[config.mk]
export PLATFORM = sky130hd
export DESIGN_NAME = xlr8_dm_copy
export DESIGN_NICKNAME = d
export VERILOG_FILES = /design/src/rtl/xlr8_dm_copy.sv
export SDC_FILE = /design/constraint.sdc
export NUM_CORES = 1
export LEC_CHECK = 0
export CELL_PAD_IN_SITES_DETAIL_PLACEMENT = 0
export CELL_PAD_IN_SITES_GLOBAL_PLACEMENT = 1
export CORE_ASPECT_RATIO = 1.75
export CORE_MARGIN = 8
export CORE_UTILIZATION = 25
export CTS_CLUSTER_SIZE = 14
export DETAILED_ROUTE_END_ITERATION = 6
export GPL_TIMING_DRIVEN = 0
export PLACE_DENSITY_LB_ADDON = 0.1
export REMOVE_ABC_BUFFERS = 1
export SLEW_MARGIN = 5
export SYNTH_ARGS = -nofsm -noshare
export SYNTH_HDL_FRONTEND = slang
export SYNTH_SLANG_ARGS = --single-unit
[constraint.sdc]
create_clock -name cp2 -period 4.41 [get_ports cp2]
set_input_delay 0.6615 -clock cp2 [delete_from_list [all_inputs] [get_ports cp2]]
set_output_delay 0.6615 -clock cp2 [all_outputs]
set_load 0.1 [all_outputs]
[src/rtl/xlr8_dm_copy.sv]
// Data-memory copy/fill engine sharing one memory port with the CPU.
// The CPU always has priority; the engine stalls in place while the CPU owns the port.
module xlr8_dm_copy #(
  parameter int DM_ADDR_W = 16
) (
  input  logic                 cp2,
  input  logic                 rst,
  input  logic [DM_ADDR_W-1:0] cpu_ramadr,
  input  logic                 cpu_ramre,
  input  logic                 cpu_ramwe,
  input  logic [7:0]           cpu_dbusout,
  input  logic                 start,
  input  logic                 fill,
  input  logic [DM_ADDR_W-1:0] src_addr,
  input  logic [DM_ADDR_W-1:0] dst_addr,
  input  logic [15:0]          len,
  input  logic [7:0]           fill_val,
  input  logic                 abort,
  output logic                 busy,
  output logic                 done,
  output logic                 dm_ce,
  output logic                 dm_we,
  output logic [DM_ADDR_W-1:0] dm_address,
  output logic [7:0]           dm_din,
  input  logic [7:0]           dm_dout
);

  typedef enum logic [2:0] {IDLE, RD, CAP, WR, DONE} state_t;

  state_t               state_q, state_d;
  logic                 fill_q;
  logic [DM_ADDR_W-1:0] src_q, dst_q;
  logic [15:0]          len_q, idx_q;
  logic [7:0]           fill_val_q, hold_q;

  logic                 cpu_owns;
  logic                 last_byte;
  logic                 launch, capture, step;
  logic [DM_ADDR_W-1:0] idx_ext;

  assign cpu_owns  = cpu_ramre | cpu_ramwe;
  assign last_byte = (idx_q == len_q - 16'd1);
  assign idx_ext   = DM_ADDR_W'(idx_q);

  // Next-state logic; abort wins over any progress in the active states.
  always_comb begin
    state_d = state_q;
    launch  = 1'b0;
    capture = 1'b0;
    step    = 1'b0;
    case (state_q)
      IDLE: begin
        if (start) begin
          if (len != 16'd0) begin
            launch  = 1'b1;
            state_d = fill ? WR : RD;
          end else begin
            state_d = DONE;
          end
        end
      end
      RD: begin
        if (abort)          state_d = IDLE;
        else if (!cpu_owns) state_d = CAP;
      end
      CAP: begin
        if (abort) begin
          state_d = IDLE;
        end else begin
          capture = 1'b1;
          state_d = WR;
        end
      end
      WR: begin
        if (abort) begin
          state_d = IDLE;
        end else if (!cpu_owns) begin
          if (last_byte) begin
            state_d = DONE;
          end else begin
            step    = 1'b1;
            state_d = fill_q ? WR : RD;
          end
        end
      end
      DONE:    state_d = IDLE;
      default: state_d = IDLE;
    endcase
  end

  always_ff @(posedge cp2) begin
    if (rst) begin
      state_q    <= IDLE;
      idx_q      <= 16'd0;
      hold_q     <= 8'd0;
      fill_q     <= 1'b0;
      src_q      <= '0;
      dst_q      <= '0;
      len_q      <= 16'd0;
      fill_val_q <= 8'd0;
    end else begin
      state_q <= state_d;
      if (launch) begin
        fill_q     <= fill;
        src_q      <= src_addr;
        dst_q      <= dst_addr;
        len_q      <= len;
        fill_val_q <= fill_val;
        idx_q      <= 16'd0;
      end else if (step) begin
        idx_q <= idx_q + 16'd1;
      end
      // dm_dout still reflects the RD address here, even if the CPU grabs the port now.
      if (capture) hold_q <= dm_dout;
    end
  end

  // Port mux: engine access is dropped during reset and in an aborting cycle.
  always_comb begin
    dm_ce      = 1'b0;
    dm_we      = 1'b0;
    dm_address = '0;
    dm_din     = 8'd0;
    if (cpu_owns) begin
      dm_ce      = 1'b1;
      dm_we      = cpu_ramwe;
      dm_address = cpu_ramadr;
      dm_din     = cpu_dbusout;
    end else if (!rst && !abort) begin
      case (state_q)
        RD: begin
          dm_ce      = 1'b1;
          dm_address = src_q + idx_ext;
        end
        WR: begin
          dm_ce      = 1'b1;
          dm_we      = 1'b1;
          dm_address = dst_q + idx_ext;
          dm_din     = fill_q ? fill_val_q : hold_q;
        end
        default: ;
      endcase
    end
  end

  assign busy = (state_q == RD) || (state_q == CAP) || (state_q == WR);
  assign done = (state_q == DONE);

endmodule

[Word-level counts from Yosys, hierarchy flattened]
Cells that the tools add are included.
Storage, ports and cells
  bits of input ports: 95
  logic and storage cells: 64
  register bits after elaboration: 84
Cells by class
  mux-type cells: 33
  add/sub/neg operators: 4
  reduce and logical (&&, ||, !) cells: 10
  bitwise logic cells: 1
  eq/ne operators: 8
Operators with widths (number)
  16-bit adder: 2
  16-bit two-way mux: 2
  8-bit two-way mux: 4
  16-bit one-hot mux with 2 select lines: 1
  3-bit two-way mux: 7
  16-bit by 1-bit adder with 16-bit output, second input constant: 1
  16-bit equality test: 1
  16-bit nonzero test: 1
  16-bit by 1-bit subtractor with 16-bit output, second input constant: 1
  1-bit two-way mux: 15
  3-bit one-hot mux with 4 select lines: 1
  3-bit by 2-bit equality test with 1-bit output, second input constant: 2
  2-bit two-way mux: 3
  3-bit != test, second input constant: 2
  2-bit OR reduction: 2
  3-bit by 1-bit equality test with 1-bit output, second input constant: 1
  3-bit equality test, second input constant: 1
  3-bit logical NOT: 1
  3-bit AND reduction: 1
  1-bit logical NOT: 2
  1-bit logical OR: 2
  2-bit != test, second input constant: 1
  1-bit logical AND: 1
  1-bit bitwise OR: 1

[Longest topological paths before layout]
  depth in word-level cells: 6
  depth in mapped cells: 16

[Least setup slack after synthesis]
No wires, ideal clock.
  kind: flip-flop to output port
  start point: reg state_q[1]
  end point: out dm_address[12]
  cell stages (with the launch flop): 16
  required time: 3749 ps
  setup slack: -2271 ps
  path buffers: 2
  data arrival time: 6020 ps
  cells stage by stage: dfxtp_1 clkbuf_1 nor2b_1 nand2_1 clkbuf_1 mux2_2 ha_1 inv_1 fa_1 nor2b_1 o21ai_0 a21boi_0 o211ai_1 nand3_1 a21oi_1 o41ai_1
Between the ends
  longest elaborated chain between the ends: 4
RTL lines
  start: declaration: RTL line 30  | state_t state_q, state_d;
  start signal: assignment: RTL line 102  | state_q <= state_d;
  3-bit by 2-bit equality test with 1-bit output / 3-bit by 1-bit equality test with 1-bit output (equally long branches): RTL line 130  | case (state_q)
  16-bit one-hot mux with 2 select lines *: RTL line 130
  16-bit two-way mux *: RTL line 129  | end else if (!rst && !abort) begin
  16-bit two-way mux *: RTL line 124  | if (cpu_owns) begin
  end: declaration: RTL line 23  | output logic [DM_ADDR_W-1:0] dm_address,
Mark *: on every way between the ends. The rest lies on a longest branch, timed or not.

[Worst setup path in the final report]
  start point: reg state_q[1]
  end point: out dm_address[11]
Same word-level chain as after synthesis.

==> results.ini <==
[outcome]
status = complete, no violations

[yosys]
syn_inst = 675
yosysMostFrequentCell = nand2_1
synth_top_family_by_area = simple AND/OR/NAND/NOR gates
synthTopCellsByCount = 170 x nand2_1, 87 x a21oi_1, 84 x dfxtp_1
synth_mux_area_share_pct = 5.31
synth_area_leaders = dfxtp_1 33%, nand2_1 13%, a21oi_1 8.6%, ha_1 4.2%, mux2_2 3.3%
synth-xor-area-share_pct = 5.19
synth_adder_area_share_pct = 4.60
synth_area_sq_um = 5060
synthSimpleGateAreaFrac_pct = 28.1
synth_ff_type = dfxtp_1
yosysTopAreaCellShare_pct = 33.2
ys_seq_area_share_pct = 33.2
async_flop_share_pct = 0
synth_seq_cells = 84
synth_area_per_cell_sq_um = 7.50
synth_edf_count = 0
yosysWarnings = 0
synthDistinctLibCells = 52
synth_compound_area_share_pct = 19.3
synth_top_area_cell = dfxtp_1

[global_route]
antenna_found_initial = 0
grt_max_degree = 44
first_global_vias = 5444
grt_overflow_total = 0
grt_usage_pct = 14.8
grt_pass1_wl_um = 28700

[power]
ir_drop_mv = 0.234
power_w = 0.00253
leakagePower_nw = 2.57
p_per_area_nw_per_um2 = 367

[floorplan]
coreArea_sq_um = 20100
die-height_um = 204
pin_count = 123
initial_utilization_pct = 25.2
die_area_sq_um = 25200
std_cell_rows = 69
dieWidth_um = 124

[sta]
maxSlewHeadroom_pct = 34.4
tightestPinTransition_ps = 981
finalClockSkew_ps = 12.5
fin_crit_sh_pct = 95.9
rsz0062_at_grt = no
hold_viol = 0
holdWs_ps = 451
setup_violations = 0
fmax_mhz = 236
finalMaxSlewViolations = 0
fin_crit_ps = 4230

[cts]
clkTransAtPathRegs_ps = 70
cts_sinks = 84
clk_latency_ps = 350
clockBufferDepth = 2
cts_tree = yes
cts_root_buf = clkbuf_16
htreeDepth = 3
cts_made_buffers = 9

[setup_path]
start_kind = register
crit_type = register to primary output
worst_setup_path_end_kind = primary output
worstPathRequired_ps = 3750
worst_ep_arrival_time_ps = 3570
cp_max_fo = 8

[routing]
dr_total_vias = 5135
drt-total-wl_um = 18100
antenna_left = 0
first_pass_iters = 4
post-route-drc-count = 0
via_per_inst = 5.00
first_iter_violations = 189
drt-wirelength-per-cell_um = 17.6

[worst_hold_path]
hp-class = register to register

[final_layout]
drive_gt1_share_pct = 9.87
area_delta_synth_final_pct = 36.3
antenna-diode-count = 0
instances_no_fill = 1028
final_nets = 888

[placement]
place.gp.congestion = 0.847
placed_cells = 1009
hpwl_um = 14400
numPortBuffers = 122

[job]
maxCapViolations = 0

-- state kept, by name (all words and copies together), names as in the netlist --
register,flops
state_q,3
len_q,16
fill_val_q,8
dst_q,16
fill_q,1
idx_ext,16
src_q,16
hold_q,8
-- metrics by stage --
step / worst slack (ps) / utilization (%) / instance area, sq um / TNS (ps)
6_report: 181 / 34.3 / 6900 / 0
5_1_grt: 2.31 / 34.3 / 6900 / 0
4_1_cts: 1.92 / 34.2 / 6890 / 0
3_5_place_dp: -1700 / 32.3 / 6500 / -23740
3_3_place_gp: -2900 / 31.9 / 6420 / -70210
2_1_floorplan: -2110 / - / 4890 / -10980
-- kinds of logic after synthesis --
kind of cell,Yosys count
buffers and inverters,51
flip-flops,84
AO/OA/AOI/OAI,163
multiplexers,25
AND/OR/NAND/NOR,304
adder cells (fa/ha/maj),18
XOR/XNOR,30
-- path summary, 6_finish.rpt --
path / from / slack [ps] / end / cells after the start
worst min-delay path: dst_q[2] / 450 / dst_q[2] / 2
worst max-delay path: state_q[1] / 180 / dm_address[11] / 12
worst min register to register: dst_q[2] / 450 / dst_q[2] / 2
worst max register to register: len_q[2] / 810 / idx_ext[0] / 7
-- routing by layer --
layer,wire (um),track usage (%)
met1,6760,15.1
met2,10100,27.8
met3,815,3.35
met4,427,5.84
met5,0,0
-- layout by cell type, fill, tap and decap left out, types with 9 or more instances in the layout --
master / n
dfxtp_1: 81
nand4_1: 15
clkdlybuf4s15_2: 12
mux2_2: 15
nor4_1: 11
o21ai_0: 23
nor2_1: 25
inv_1: 11
clkdlybuf4s50_1: 98
xor2_1: 13
a22o_1: 10
nand2_1: 168
clkbuf_16: 9
or3_1: 16
nor3_1: 16
ha_1: 16
mux2i_1: 10
xnor2_1: 17
o31ai_1: 9
a21oi_1: 87
-- power breakdown --
part	leakage, nW	switching [W]	internal (W)	total, W
clock network	0.147	0.000335	0.000443	0.000778
registers	0.687	0.0000767	0.000832	0.000909
logic	1.74	0.000516	0.000329	0.000845
total	2.57	0.000928	0.00160	0.00253
-- what timing repair did --
item	in CTS	in global routing
hold buffers	0	0
pin swaps	3	3
buffers inserted	1	2
gates resized for setup	107	6
endpoints found under the setup margin	25	11
gates cloned	0	0
-- area by class of cell --
type	count	area, sq um
Fill cell	2196	13200
Multi-Input combinational cell	540	3230
Sequential cell	84	1690
Timing Repair Buffer	129	1340
Tap cell	248	310
Clock buffer	9	225
Clock inverter	7	76.3
Inverter	11	41.3
-- worst max-delay path: stages (launching register included) --
cell,delay (ps)
dfxtp_4,390
nor2b_4,220
nand2_8,90
mux2_2,310
ha_1,310
a211oi_2,300
o21ai_1,150
nand3_1,100
and4_2,290
nor2_1,70
xnor2_1,220
a22o_1,180
clkdlybuf4s15_2,570
No activity file was read; power rests on OpenSTA's default activity.
